$ cat src/rtl/hazard_scoreboard_if.sv
// hazard_scoreboard_if: decode-side inputs and hazard/forward outputs of the scoreboard
interface hazard_scoreboard_if;
  logic [4:0]  Rs_D;
  logic [4:0]  Rt_D;
  logic        UsesRs_D;
  logic        UsesRt_D;
  logic [4:0]  DestReg_D;
  logic        RegWrite_D;
  logic        MemRead_D;
  logic        Redirect_E;
  logic        Stall_F;
  logic        Stall_D;
  logic        Flush_D;
  logic        Flush_E;
  logic [1:0]  ForwardA_E;
  logic [1:0]  ForwardB_E;
  logic [15:0] StallCount;
  logic [15:0] FlushCount;
  modport master (
    output Rs_D, Rt_D, UsesRs_D, UsesRt_D, DestReg_D, RegWrite_D, MemRead_D, Redirect_E,
    input  Stall_F, Stall_D, Flush_D, Flush_E, ForwardA_E, ForwardB_E, StallCount, FlushCount
  );
  modport slave (
    input  Rs_D, Rt_D, UsesRs_D, UsesRt_D, DestReg_D, RegWrite_D, MemRead_D, Redirect_E,
    output Stall_F, Stall_D, Flush_D, Flush_E, ForwardA_E, ForwardB_E, StallCount, FlushCount
  );
endinterface

$ cat src/rtl/hazard_scoreboard.sv
// hazard_scoreboard: E/M/W scoreboard giving load-use stalls, redirect flushes and ALU forwarding
module hazard_scoreboard (
  input logic clk,
  input logic reset,
  hazard_scoreboard_if.slave bus
);
  typedef struct packed {
    logic       v;
    logic       rw;
    logic       mr;
    logic [4:0] d;
    logic [4:0] rs;
    logic [4:0] rt;
  } ent_t;
  ent_t        e_q, m_q, w_q, e_d;
  logic [15:0] sc_q, sc_d, fc_q, fc_d;
  logic        lu, stall;
  function automatic logic [1:0] fwd(input ent_t m, input ent_t w, input logic [4:0] src);
    return (m.v & m.rw & ~m.mr & (m.d != 5'd0) & (m.d == src)) ? 2'b10 :
           (w.v & w.rw & (w.d != 5'd0) & (w.d == src)) ? 2'b01 : 2'b00;
  endfunction
  always_comb begin
    lu = e_q.v & e_q.mr & (e_q.d != 5'd0) &
         ((bus.UsesRs_D & (bus.Rs_D == e_q.d)) | (bus.UsesRt_D & (bus.Rt_D == e_q.d)));
    stall = lu & ~bus.Redirect_E;
    bus.Stall_F = stall;
    bus.Stall_D = stall;
    bus.Flush_D = bus.Redirect_E;
    bus.Flush_E = bus.Redirect_E | stall;
    bus.ForwardA_E = fwd(m_q, w_q, e_q.rs);
    bus.ForwardB_E = fwd(m_q, w_q, e_q.rt);
    bus.StallCount = sc_q;
    bus.FlushCount = fc_q;
    // unused sources are stored as $0 so they can never match a live destination
    e_d = bus.Flush_E ? '0 : {1'b1, bus.RegWrite_D, bus.MemRead_D, bus.DestReg_D,
                              bus.UsesRs_D ? bus.Rs_D : 5'd0, bus.UsesRt_D ? bus.Rt_D : 5'd0};
    sc_d = (stall && sc_q != 16'hFFFF) ? sc_q + 16'd1 : sc_q;
    fc_d = (bus.Redirect_E && fc_q != 16'hFFFF) ? fc_q + 16'd1 : fc_q;
  end
  always_ff @(negedge clk or negedge reset) begin
    if (!reset) begin
      e_q  <= '0;
      m_q  <= '0;
      w_q  <= '0;
      sc_q <= '0;
      fc_q <= '0;
    end else begin
      e_q  <= e_d;
      m_q  <= e_q;
      w_q  <= m_q;
      sc_q <= sc_d;
      fc_q <= fc_d;
    end
  end
endmodule

$ cat src/flat_wrapper.sv
// flat-port wrapper written by rule: the top's interface ports become plain ports
module hazard_scoreboard_flat 
  (clk, reset, bus_Rs_D, bus_Rt_D, bus_UsesRs_D, bus_UsesRt_D, bus_DestReg_D, bus_RegWrite_D, bus_MemRead_D, bus_Redirect_E, bus_Stall_F, bus_Stall_D, bus_Flush_D, bus_Flush_E, bus_ForwardA_E, bus_ForwardB_E, bus_StallCount, bus_FlushCount);
  hazard_scoreboard_if bus_i ();
  input logic clk;
  input logic reset;
  input wire logic [$bits(bus_i.Rs_D)-1:0] bus_Rs_D;
  input wire logic [$bits(bus_i.Rt_D)-1:0] bus_Rt_D;
  input wire logic [$bits(bus_i.UsesRs_D)-1:0] bus_UsesRs_D;
  input wire logic [$bits(bus_i.UsesRt_D)-1:0] bus_UsesRt_D;
  input wire logic [$bits(bus_i.DestReg_D)-1:0] bus_DestReg_D;
  input wire logic [$bits(bus_i.RegWrite_D)-1:0] bus_RegWrite_D;
  input wire logic [$bits(bus_i.MemRead_D)-1:0] bus_MemRead_D;
  input wire logic [$bits(bus_i.Redirect_E)-1:0] bus_Redirect_E;
  output wire logic [$bits(bus_i.Stall_F)-1:0] bus_Stall_F;
  output wire logic [$bits(bus_i.Stall_D)-1:0] bus_Stall_D;
  output wire logic [$bits(bus_i.Flush_D)-1:0] bus_Flush_D;
  output wire logic [$bits(bus_i.Flush_E)-1:0] bus_Flush_E;
  output wire logic [$bits(bus_i.ForwardA_E)-1:0] bus_ForwardA_E;
  output wire logic [$bits(bus_i.ForwardB_E)-1:0] bus_ForwardB_E;
  output wire logic [$bits(bus_i.StallCount)-1:0] bus_StallCount;
  output wire logic [$bits(bus_i.FlushCount)-1:0] bus_FlushCount;
  assign bus_i.Rs_D = bus_Rs_D;
  assign bus_i.Rt_D = bus_Rt_D;
  assign bus_i.UsesRs_D = bus_UsesRs_D;
  assign bus_i.UsesRt_D = bus_UsesRt_D;
  assign bus_i.DestReg_D = bus_DestReg_D;
  assign bus_i.RegWrite_D = bus_RegWrite_D;
  assign bus_i.MemRead_D = bus_MemRead_D;
  assign bus_i.Redirect_E = bus_Redirect_E;
  assign bus_Stall_F = bus_i.Stall_F;
  assign bus_Stall_D = bus_i.Stall_D;
  assign bus_Flush_D = bus_i.Flush_D;
  assign bus_Flush_E = bus_i.Flush_E;
  assign bus_ForwardA_E = bus_i.ForwardA_E;
  assign bus_ForwardB_E = bus_i.ForwardB_E;
  assign bus_StallCount = bus_i.StallCount;
  assign bus_FlushCount = bus_i.FlushCount;
  hazard_scoreboard u_core (.clk(clk), .reset(reset), .bus(bus_i));
endmodule
$ cat config.mk
export PLATFORM = sky130hd
export DESIGN_NAME = hazard_scoreboard_flat
export DESIGN_NICKNAME = d
export VERILOG_FILES = /design/src/rtl/hazard_scoreboard_if.sv /design/src/rtl/hazard_scoreboard.sv /design/src/flat_wrapper.sv
export SDC_FILE = /design/constraint.sdc
export NUM_CORES = 1
export LEC_CHECK = 0
export ABC_AREA = 1
export CAP_MARGIN = 30
export CORE_ASPECT_RATIO = 1.2
export CORE_MARGIN = 4
export CORE_UTILIZATION = 54
export DETAILED_ROUTE_END_ITERATION = 6
export DONT_BUFFER_PORTS = 1
export PLACE_DENSITY = 0.8
export REMOVE_ABC_BUFFERS = 1
export SLEW_MARGIN = 30
export SYNTH_ARGS = -nofsm -noshare
export SYNTH_HDL_FRONTEND = slang
export SYNTH_SLANG_ARGS = --single-unit
$ cat constraint.sdc
create_clock -name clk -period 4.1 [get_ports clk]
set_input_delay 1.23 -clock clk [delete_from_list [all_inputs] [get_ports clk]]
set_output_delay 1.23 -clock clk [all_outputs]
set_load 0.03 [all_outputs]
== Word-level counts from Yosys, hierarchy flattened ==
Index checks and enable logic that the tools add are counted.

* Bits of input ports: 22
* Memories kept: 0
* Flip-flop bits (word level): 65
* Output and inout bits: 40
* Memory bits (writable): 0
* Memory bits (read-only): 0
* Word-level logic and storage cells: 56
* Latch bits: 0

* Equal/unequal tests: 8
* Divide/modulo/power cells: 0
* Multiplexer cells: 7
* Shift-type cells: 0
* Reductions and logical operators: 5
* Order comparisons: 0
* Multipliers: 0
* $add $sub $neg: 2
* Bitwise logic cells: 19

{| class="wikitable"
|+ Operators with widths
! kind !! number
|-
| adder 16 x 1 -> 16 bit (second input constant) || 2
|-
| inequality test 16 bit (second input constant) || 2
|-
| equality test 5 bit || 6
|-
| two-way mux 18 bit || 1
|-
| AND 1 bit || 15
|-
| nonzero test 5 bit || 3
|-
| two-way mux 5 bit || 2
|-
| two-way mux 2 bit || 2
|-
| logical AND 1 bit || 2
|-
| two-way mux 1 bit || 2
|-
| inverter 1 bit || 2
|-
| bitwise OR 1 bit || 2
|}

== Longest topological paths before layout ==
Gate-level depths: netlist (run 1).

* Depth after elaboration: 7
* Gate-level depth with buffers: 11
* Mapped depth without buffers: 10

==> results of run 1 <==
==> power by group <==
group          internal, mW  switching [mW]  total (mW)
combinational         0.112           0.122       0.235
sequential            0.700           0.123       0.822
clock                 0.466           0.237       0.703
==> cells in the mapped netlist, drive strengths merged <==
cell type    n  area [um^2]
or2          1        8.760
ha           2        25.02
nor4         2        12.51
nor2        52        205.2
nor3        19        105.1
xnor2       19        166.4
nor3b        1        7.510
nand2      119        451.7
nand3       21        110.1
dfrtn       65         1627
o21ai        7        46.30
nand4       11        81.32
xor2        27        236.5
buf          6        56.30
inv         50        187.7
==> registers in the layout (all words and copies together), names as in the netlist <==
| register | flops |
|---|---|
| u_core.e_q | 18 |
| u_core.bus.FlushCount | 16 |
| u_core.bus.StallCount | 16 |
| u_core.m_q | 8 |
| u_core.w_q | 7 |
==> cell usage in the layout (no fill, tap or decap) <==
master | Yosys | final
sky130_fd_sc_hd__buf_12 | 0 | 5
sky130_fd_sc_hd__buf_16 | 0 | 1
sky130_fd_sc_hd__buf_4 | 3 | 48
sky130_fd_sc_hd__buf_6 | 3 | 11
sky130_fd_sc_hd__bufinv_16 | 0 | 4
sky130_fd_sc_hd__clkbuf_1 | 0 | 2
sky130_fd_sc_hd__clkbuf_8 | 0 | 9
sky130_fd_sc_hd__clkinvlp_4 | 0 | 1
sky130_fd_sc_hd__dfrtn_1 | 65 | 65
sky130_fd_sc_hd__ha_1 | 2 | 2
sky130_fd_sc_hd__inv_1 | 46 | 41
sky130_fd_sc_hd__inv_2 | 4 | 7
sky130_fd_sc_hd__inv_4 | 0 | 2
sky130_fd_sc_hd__nand2_1 | 117 | 111
sky130_fd_sc_hd__nand2_2 | 2 | 8
sky130_fd_sc_hd__nand3_1 | 20 | 20
sky130_fd_sc_hd__nand3_2 | 1 | 1
sky130_fd_sc_hd__nand4_1 | 9 | 9
sky130_fd_sc_hd__nand4_2 | 2 | 2
sky130_fd_sc_hd__nor2_1 | 50 | 47
sky130_fd_sc_hd__nor2_2 | 1 | 4
sky130_fd_sc_hd__nor2_4 | 1 | 1
sky130_fd_sc_hd__nor3_1 | 17 | 17
sky130_fd_sc_hd__nor3_2 | 2 | 2
sky130_fd_sc_hd__nor3b_1 | 1 | 1
sky130_fd_sc_hd__nor4_2 | 0 | 1
sky130_fd_sc_hd__nor4_4 | 0 | 1
sky130_fd_sc_hd__o21ai_0 | 6 | 6
sky130_fd_sc_hd__o21ai_4 | 1 | 1
sky130_fd_sc_hd__or2_4 | 1 | 1
sky130_fd_sc_hd__xnor2_1 | 19 | 18
sky130_fd_sc_hd__xnor2_2 | 0 | 1
sky130_fd_sc_hd__xor2_1 | 27 | 27
==> layout make-up <==
type                       instances  area (um^2)  share of cell area [%]
sequential                        65         1627                   37.82
tap                               82        102.6                   2.386
multi-input combinational        281         1508                   35.06
inverter                          50        192.7                   4.481
timing repair buffer              65        611.8                   14.23
clock inverter                     5        127.6                   2.968
clock buffer                      11        131.4                   3.055
==> critical path, delay by kind of cell (launching register included) <==
family | cells | cell delay, ps
xor+xnor | 1 | 150
flops | 1 | 480
simple gates | 3 | 520
buf+inv | 1 | 170
==> kinds of logic (layout without fill, tap and decap cells) <==
| kind of cell | count (synthesis) | in the layout | synth area share, % |
|---|---|---|---|
| AOI/OAI and AO/OA | 7 | 7 | 1.392 |
| and+or+nand+nor | 226 | 226 | 29.52 |
| adders and majority gates | 2 | 2 | 0.7520 |
| DFF | 65 | 65 | 48.89 |
| buffers and inverters | 56 | 131 | 7.333 |
| xor gates and xnor gates | 46 | 46 | 12.11 |
==> final timing paths <==
check | depth (start not counted) | from | slack (ps) | endpoint
min in group asynchronous | 0 | reset | 2540 | u_core.bus.StallCount[13]
max in group asynchronous | 0 | reset | 1410 | u_core.e_q[13]
setup / recovery | 5 | u_core.m_q[14] | -830 | bus_ForwardA_E[0]
setup reg to reg | 20 | u_core.e_q[12] | 1720 | u_core.bus.StallCount[4]
hold / removal | 0 | u_core.e_q[16] | 290 | u_core.m_q[16]
hold reg to reg | 0 | u_core.e_q[16] | 290 | u_core.m_q[16]
==> metrics by stage <==
stage / util [%] / cell area (um^2)
after floorplan: - / 3271
after global placement: 62.81 / 3776
after detailed placement: 62.81 / 3776
after CTS: 70.07 / 4213
after global routing: 71.53 / 4300
final: 71.53 / 4300
==> per-layer routing <==
layer	GRT usage [%]	routed length [um]	part of all wire [%]	vias to the layer above
met2	44.36	4587	54	96
met1	26.36	3173	38	1342
li1	-	-	-	1387
met3	7.006	508	6.0	19
met4	10.17	179	2.1	0
met5	0	0	0	-
==> timing repair <==
action / 4_1_cts / 5_1_grt
hold buffers: 0 / 0
buffers inserted: 18 / 6
gates cloned: 1 / 0
setup endpoints to repair: 61 / 66
pin swaps: 10 / 7
resized for setup: 24 / 8
endpoints found under the hold margin: 0 / 0
==> results.txt, run 1 <==
----------------------------------------------------
[Floorplan]
  Count of standard-cell rows ... 31
  Starting Density ... 55.34%
  Height of the die ... 93.99 um
  Total core area ... 6012 um^2
  Die outline area ... 7486 um^2
  Top-level I/O count ... 62
  Die W ... 79.66 um

[Critical path]
  Critical Path Sink Type ... output pin
  Crit path arrival time ... 3700 ps
  Slowest stage cell, crit path ... sky130_fd_sc_hd__dfrtn_1
  Type of origin of the critical path ... flop
  Data required, critical path ... 2870 ps
  Critical Path Max Stage Delay ... 480 ps
  Critical-path cell list ... xnor2_1 -> nand3_1 -> nor4_4 -> nor2_1 -> buf_4
  Startpoint-to-endpoint class of the critical path ... flop to output pin
  Critical path fanouts, max ... 4

[STA]
  Minimum hold slack ... 289.8 ps
  Final hold violation count ... 0
  Setup-failing EPs final ... 54
  Max Transition Viols Final ... 0
  Least-Margin Pin Slew ... 446.5 ps
  Fin Clk Skew ... 5.520 ps
  RSZ-0062 raised after global routing ... yes
  Post-Route Setup TNS ... -20640 ps
  Worst slew margin relative to its limit ... 70.23%
  Final worst slack ... -831.3 ps

[Route]
  Wirelength per Cell ... 15.11 um
  Final routed wirelength across all metal layers ... 8448 um
  Remaining antenna violation count after routing ... 0
  Vias after detailed routing ... 2844
  Per-cell via count in the routed design ... 5.088
  Number of iterations in the first detailed-routing pass ... 4
  Iteration-0 DRC count of the detailed router ... 161
  Remaining design rule violation count ... 0

[CTS]
  Maximum number of buffers from clock root to sink ... 2
  Number of buffers added by the clock tree synthesis step ... 9
  Clock Tree Root ... sky130_fd_sc_hd__clkbuf_8
  Clock tree from TritonCTS ... done
  H-tree levels ... 3
  Number of clock sinks ... 65
  Clock latency on the worst-skew pair ... 330 ps
  Clock input transition at the sequential cells of the worst setup and hold paths ... 50 ps

[Synth]
  Mapped cell area ... 3327 um^2
  Mean cell area of the mapped netlist ... 8.276 um^2
  Number of warning messages in the yosys log ... 0
  Flip-flop and latch count after synthesis ... 65
  Part of the Yosys area used for sequential elements ... 48.89%
  Number of standard cells after synthesis ... 402
  Number of distinct library cells after synthesis ... 24

[Global route]
  Initial antenna violation count ... 0
  Total global-route track usage ... 24.51%
  Total congestion overflow ... 0
  Wire length of the first global-routing pass ... 13950 um
  Via count of the first global-routing pass ... 2952
  Pin count of the biggest net entering global routing ... 66

[Place]
  Cell count after placement ... 525
  Weighted congestion reported at the end of routability-driven placement ... 0.9082
  HPWL reported at the end of detailed placement ... 5527 um
  Pre-CTS WS ... -559.8 ps
  Number of input and output port buffers inserted ... 0

[Layout]
  Fill cell instance count of the final layout ... 419
  Diode count ... 0
  Layout-stage area growth over the synthesis result ... 29.26%
  Fraction of final layout cells with drive strength greater than 1 ... 23.27%
  Count of placed standard cells in the final layout, fillers left out ... 559
  Net count reported at finish ... 496

[Pwr]
  Static leakage power ... 2.216 nW
  Power density relative to cell area ... 409.2 nW/um^2
  Design Power ... 1.760 mW
  IR drop worst, VDD ... 0.3810 mV

[Outcome]
  Run status ... finished, violations left
  Failing checks ... negative setup slack

[Hold path]
  Worst hold path type ... flop to flop

[Run]
  Number of maximum-capacitance violations ... 0

----------------------------------------------------
Power figures use the tool's default switching activity.
==> inputs of run 2 (changes only) <==
--- a/config.mk
+++ b/config.mk
@@ -8,11 +8,11 @@
 export ABC_AREA = 1
 export CAP_MARGIN = 30
 export CORE_ASPECT_RATIO = 1.2
-export CORE_MARGIN = 4
-export CORE_UTILIZATION = 54
+export CORE_UTILIZATION = 25
+export CTS_CLUSTER_SIZE = 10
 export DETAILED_ROUTE_END_ITERATION = 6
 export DONT_BUFFER_PORTS = 1
-export PLACE_DENSITY = 0.8
+export PLACE_DENSITY = 0.49
 export REMOVE_ABC_BUFFERS = 1
 export SLEW_MARGIN = 30
 export SYNTH_ARGS = -nofsm -noshare
==> run 2 against run 1 <==
  * Sequential cell count did not move
  * Non-clock buffer count shrank 8
  * Utilization down 38 points
  * Critical path type unchanged
  * Count of clock-buffer cells in the layout down 2
  * Critical endpoint is now bus_Stall_D
  * Register-to-register slack improved by 80 ps
  * The run still ends with negative setup slack left
  * Wire length is 0.89% lower
==> results.txt, run 2 (synthesized netlist as in run 1, its figures left out) <==
----------------------------------------------------
[STA]
  Least-Margin Pin Slew ... 430.1 ps
  Max Transition Viols Final ... 0
  Final worst slack ... -786.5 ps
  Setup-failing EPs final ... 69
  Final hold violation count ... 0
  Worst slew margin relative to its limit ... 71.33%
  Fin Clk Skew ... 8.563 ps
  RSZ-0062 raised after global routing ... yes

[Critical path]
  Slowest stage cell, crit path ... sky130_fd_sc_hd__dfrtn_1
  Data required, critical path ... 2870 ps
  Worst Reg-to-Reg Cells ... 8
  Crit path arrival time ... 3660 ps
  Critical path fanouts, max ... 3
  Critical Path Sink Type ... output pin
  Critical Path Max Stage Delay ... 440 ps
  Critical-path cell list ... inv_2 -> nand2_1 -> nand2_1 -> nor2_2 -> nand3_2 -> nand2_2 -> nand3_2 -> inv_2 -> buf_12
  Type of origin of the critical path ... flop
  Startpoint-to-endpoint class of the critical path ... flop to output pin

[Layout]
  Net count reported at finish ... 488
  Diode count ... 0
  Fraction of final layout cells with drive strength greater than 1 ... 21.32%
  Fill cell instance count of the final layout ... 1355
  Layout-stage area growth over the synthesis result ... 28.43%
  Top library cells by usage in the layout, fill and taps aside ... 117 x sky130_fd_sc_hd__nand2_1, 65 x sky130_fd_sc_hd__dfrtn_1, 54 x sky130_fd_sc_hd__buf_4, 45 x sky130_fd_sc_hd__nor2_1, 43 x sky130_fd_sc_hd__inv_1
  Core utilization of the finished layout ... 33.28%
  Commonest non-fill, non-tap cell in the layout ... sky130_fd_sc_hd__nand2_1
  Top reg by flops ... u_core.e_q
  Flip-flop count of the largest register after layout ... 18
  Count of placed standard cells in the final layout, fillers left out ... 633
  FF+latch area ... 1627 um^2
  Area occupied by multi-input gates ... 1491 um^2

[Floorplan]
  Height of the die ... 128.4 um
  Total core area ... 12840 um^2
  Starting Density ... 25.92%
  Die outline area ... 13780 um^2
  Count of standard-cell rows ... 45
  Die W ... 107.3 um
  Top-level I/O count ... 62

[Run]
  Number of maximum-capacitance violations ... 0

[Pwr]
  Static leakage power ... 2.163 nW
  Power density relative to cell area ... 420.6 nW/um^2
  IR drop worst, VDD ... 0.2936 mV

[Route]
  Vias after detailed routing ... 2704
  Remaining design rule violation count ... 0
  Wirelength per Cell ... 13.23 um
  Per-cell via count in the routed design ... 4.272
  Remaining antenna violation count after routing ... 0
  Final routed wirelength across all metal layers ... 8373 um
  Iteration-0 DRC count of the detailed router ... 129
  Number of iterations in the first detailed-routing pass ... 4

[Global route]
  Initial antenna violation count ... 0
  Total global-route track usage ... 13.05%
  Via count of the first global-routing pass ... 2740
  Pin count of the biggest net entering global routing ... 66
  Total congestion overflow ... 0
  Wire length of the first global-routing pass ... 13700 um

[CTS]
  Clock latency on the worst-skew pair ... 340 ps
  Number of buffers added by the clock tree synthesis step ... 9
  Clock input transition at the sequential cells of the worst setup and hold paths ... 40 ps
  Clock tree from TritonCTS ... done
  Maximum number of buffers from clock root to sink ... 2
  Clock Tree Root ... sky130_fd_sc_hd__clkbuf_16
  H-tree levels ... 3
  Number of clock sinks ... 65

[Hold path]
  Worst hold path cell count ... 0
  Worst hold path type ... flop to flop

[Place]
  Cell count after placement ... 613
  Pre-CTS WS ... -489.1 ps
  Weighted congestion reported at the end of routability-driven placement ... 0.8629
  HPWL reported at the end of detailed placement ... 6326 um
  Number of input and output port buffers inserted ... 0

[Outcome]
  Run status ... finished, violations left
  Failing checks ... negative setup slack

----------------------------------------------------
==> run 2: cell count changes in the layout (fill, tap and decap cells not counted), sizes merged <==
| cell | previous run | this run |
|---|---|---|
| buf | 65 | 57 |
| bufinv | 4 | 1 |
| clkinv | 0 | 3 |
| clkbuf | 11 | 9 |
| clkinvlp | 1 | 3 |
==> run 2: area by class of cell <==
| cell class | instances | share of cell area (%) |
|---|---|---|
| flip-flops and latches | 65 | 38.07 |
| repair buffers | 57 | 10.89 |
| inverters | 50 | 4.392 |
| well taps | 164 | 4.802 |
| multi-input cells | 281 | 34.90 |
| clock inverters | 7 | 1.669 |
| clock buffers | 9 | 5.271 |
==> run 2: power breakdown <==
part | switching, mW | internal, mW | leakage [nW]
logic | 0.110 | 0.102 | 1.17
registers | 0.128 | 0.700 | 0.860
clock network | 0.288 | 0.469 | 0.137
total | 0.526 | 1.27 | 2.16
==> run 2: path summary, 6_finish.rpt <==
check | startpoint | endpoint | slack [ps]
max | u_core.e_q[14] | bus_Stall_D | -790
min | u_core.e_q[16] | u_core.m_q[16] | 300
max reg2reg | u_core.bus.FlushCount[0] | u_core.bus.FlushCount[9] | 1800
min reg2reg | u_core.e_q[16] | u_core.m_q[16] | 300
max in group asynchronous | reset | u_core.e_q[17] | 1440
min in group asynchronous | reset | u_core.e_q[7] | 2520
==> run 2: routing by layer <==
| layer | vias to the layer above | wire length, um | track usage, % |
|---|---|---|---|
| li1 | 1370 | - | - |
| met1 | 1263 | 3391 | 14.68 |
| met2 | 59 | 4360 | 23.34 |
| met3 | 12 | 462 | 3.951 |
| met4 | 0 | 158 | 4.512 |
| met5 | - | 0 | 0 |
==> run 2: timing repair <==
action / CTS / global route
endpoints found under the setup margin: 58 / 72
pin swaps: 2 / 5
buffers inserted: 2 / 2
hold buffers: 0 / 0
gates resized for setup: 4 / 8
hold endpoints to repair: 0 / 0
==> run 2: metrics by stage <==
| stage | area (um^2) | power (mW) | hold WS [ps] | setup TNS (ps) |
|---|---|---|---|---|
| detailed placement | 3911 | 1.045 | 296.8 | -16030 |
| global placement | 3911 | 1.042 | 292.8 | -15530 |
| global route | 4273 | 1.880 | 302.6 | -15280 |
| finish | 4273 | 1.797 | 295.2 | -10640 |
| CTS | 4235 | 1.816 | 296.7 | -11660 |
| floorplan | 3271 | 0.9479 | 291.7 | -11070 |
==> run 2: worst max-delay path, delay by kind of cell (launching register included) <==
family        cells  cell delay [ps]
buf+inv           3              310
flops             1              440
simple gates      6              500
==> inputs of run 3 (changes only) <==
--- a/config.mk
+++ b/config.mk
@@ -12,6 +12,7 @@
 export CTS_CLUSTER_SIZE = 10
 export DETAILED_ROUTE_END_ITERATION = 6
 export DONT_BUFFER_PORTS = 1
+export MAX_ROUTING_LAYER = met4
 export PLACE_DENSITY = 0.49
 export REMOVE_ABC_BUFFERS = 1
 export SLEW_MARGIN = 30
==> run 3 against run 2 <==
  * The run still ends with negative setup slack left
  * Worst setup slack worse by 3.0 ps
  * Combinational power about the same
  * Sequential power barely moved
  * Register-to-register slack about the same
  * Non-clock buffer count unchanged
  * Count of clock-buffer cells in the layout unchanged
  * Sequential cell count unchanged
  * Cell count unchanged
  * Critical path depth did not move
  * Total power about the same
  * Critical path type unchanged
  * Critical endpoint unchanged
  * Largest power group unchanged
==> results.txt, run 3 (synthesized netlist as in run 1, its figures left out) <==
----------------------------------------------------
[Global route]
  Met1 capacity usage during global routing ... 14.64%
  Total global-route track usage ... 13.45%
  Met3 GRT Util ... 3.850%
  Most heavily used metal layer in global routing ... met2
  Initial antenna violation count ... 0
  Pin count of the biggest net entering global routing ... 66
  Via count of the first global-routing pass ... 2747
  Wire length of the first global-routing pass ... 13680 um
  Total congestion overflow ... 0
  Fraction of met2 tracks used by global routing ... 23.42%

[Hold path]
  Worst hold path type ... flop to flop
  Endpoint with the worst hold slack ... u_core.m_q[16]
  Worst hold path cell count ... 0
  Beginning of the worst hold path ... u_core.e_q[16]

[Route]
  Vias after detailed routing ... 2712
  Wirelength per Cell ... 13.21 um
  Number of iterations in the first detailed-routing pass ... 4
  Final routed wirelength across all metal layers ... 8360 um
  Remaining design rule violation count ... 0
  Remaining antenna violation count after routing ... 0
  Per-cell via count in the routed design ... 4.284
  Iteration-0 DRC count of the detailed router ... 113

[Critical path]
  Destination of the worst register-to-register timing path ... u_core.bus.FlushCount[9]
  Critical Path Sink Type ... output pin
  Startpoint of the most critical setup path ... u_core.e_q[14]
  Type of origin of the critical path ... flop
  Crit path arrival time ... 3660 ps
  Startpoint-to-endpoint class of the critical path ... flop to output pin
  Register-to-Register Setup Slack ... 1800 ps
  Data required, critical path ... 2870 ps
  Critical path fanouts, max ... 3
  Worst Reg-to-Reg Cells ... 8
  Reg-to-reg startpoint ... u_core.bus.FlushCount[0]

[Layout]
  Flip-flop count of the largest register after layout ... 18
  Commonest non-fill, non-tap cell in the layout ... sky130_fd_sc_hd__nand2_1
  Fraction of final layout cells with drive strength greater than 1 ... 21.32%
  Top library cells by usage in the layout, fill and taps aside ... 117 x sky130_fd_sc_hd__nand2_1, 65 x sky130_fd_sc_hd__dfrtn_1, 54 x sky130_fd_sc_hd__buf_4, 45 x sky130_fd_sc_hd__nor2_1, 43 x sky130_fd_sc_hd__inv_1
  Top reg by flops ... u_core.e_q
  Net count reported at finish ... 488
  Diode count ... 0
  Layout-stage area growth over the synthesis result ... 28.43%

[Floorplan]
  Height of the die ... 128.4 um
  Die W ... 107.3 um
  Starting Density ... 25.92%
  Count of standard-cell rows ... 45
  Die outline area ... 13780 um^2
  Total core area ... 12840 um^2
  Top-level I/O count ... 62

[CTS]
  Cts-stage hold buffer count ... 0
  Clock Tree Root ... sky130_fd_sc_hd__clkbuf_16
  Maximum number of buffers from clock root to sink ... 2
  Number of buffers added by the clock tree synthesis step ... 9
  Clock tree from TritonCTS ... done
  Clock latency on the worst-skew pair ... 330 ps
  Clock input transition at the sequential cells of the worst setup and hold paths ... 40 ps
  Number of clock sinks ... 65
  H-tree levels ... 3

[Outcome]
  Run status ... finished, violations left
  Failing checks ... negative setup slack

[STA]
  Least-Margin Pin Slew ... 430.2 ps
  Max Transition Viols Final ... 0
  Minimum hold slack ... 295.2 ps
  Fin Clk Skew ... 7.259 ps
  RSZ-0062 raised after global routing ... yes
  Post-Route Setup TNS ... -10660 ps
  Final hold violation count ... 0
  Worst slew margin relative to its limit ... 71.32%
  Setup-failing EPs final ... 69
  Final worst slack ... -789.5 ps

[Place]
  Weighted congestion reported at the end of routability-driven placement ... 0.8768
  Number of input and output port buffers inserted ... 0
  HPWL reported at the end of detailed placement ... 6326 um

[Pwr]
  Power density relative to cell area ... 420.4 nW/um^2
  IR drop worst, VDD ... 0.2940 mV
  Static leakage power ... 2.163 nW

[Run]
  Number of maximum-capacitance violations ... 0

----------------------------------------------------
run 3: cell counts in the layout (fill, tap and decap cells not counted):
Identical to the previous run, type by type.
run 3: routing by layer:
metal	part of all wire, %	vias up
li1	-	1371
met1	42	1281
met2	52	48
met3	4.2	12
met4	1.9	0
met5	0	-
run 3: through the flow:
stage | total power, mW | instances | area (um^2) | utilization, % | setup WS (ps)
finish | 1.796 | 633 | 4273 | 33.28 | -789.5
global route | 1.878 | 633 | 4273 | 33.28 | -892.2
floorplan | 0.9479 | 396 | 3271 | - | -1256
CTS | 1.816 | 631 | 4235 | 32.99 | -796.7
global placement | 1.042 | 613 | 3911 | 30.47 | -493.7
detailed placement | 1.045 | 613 | 3911 | 30.47 | -489.1
run 3: worst max-delay path by stage:
stage | to | depth (start not counted)
2_1_floorplan | bus_ForwardA_E[0] | 4
3_3_place_gp | bus_Stall_D | 7
3_5_place_dp | bus_ForwardB_E[0] | 5
4_1_cts | bus_Stall_D | 9
5_1_grt | bus_Stall_F | 9
6_report | bus_Stall_D | 9
run 3: where the power goes:
| group | switching, mW | total (mW) | internal, mW | leakage, nW |
|---|---|---|---|---|
| combinational | 0.110 | 0.212 | 0.102 | 1.17 |
| clock | 0.288 | 0.756 | 0.469 | 0.137 |
| sequential | 0.128 | 0.828 | 0.700 | 0.860 |
run 3: layout make-up:
cell class,instances,area [um^2]
Multi-Input combinational cell,281,1491
Clock inverter,7,71.32
Fill cell,1355,8564
Clock buffer,9,225.2
Inverter,50,187.7
Timing Repair Buffer,57,465.4
Sequential cell,65,1627
Tap cell,164,205.2
run 3: critical path, cell delays in order (launching register included):
cell                      delay [ps]
sky130_fd_sc_hd__dfrtn_1         450
sky130_fd_sc_hd__inv_2            60
sky130_fd_sc_hd__nand2_1          70
sky130_fd_sc_hd__nand2_1          70
sky130_fd_sc_hd__nor2_2          110
sky130_fd_sc_hd__nand3_2          70
sky130_fd_sc_hd__nand2_2         100
sky130_fd_sc_hd__nand3_2          80
sky130_fd_sc_hd__inv_2           100
sky130_fd_sc_hd__buf_12          150
run 3: what timing repair did:
item,CTS,global route
resized for setup,4,8
pin swaps,2,5
hold endpoints to repair,0,0
setup buffers,2,2
endpoints found under the setup margin,58,72
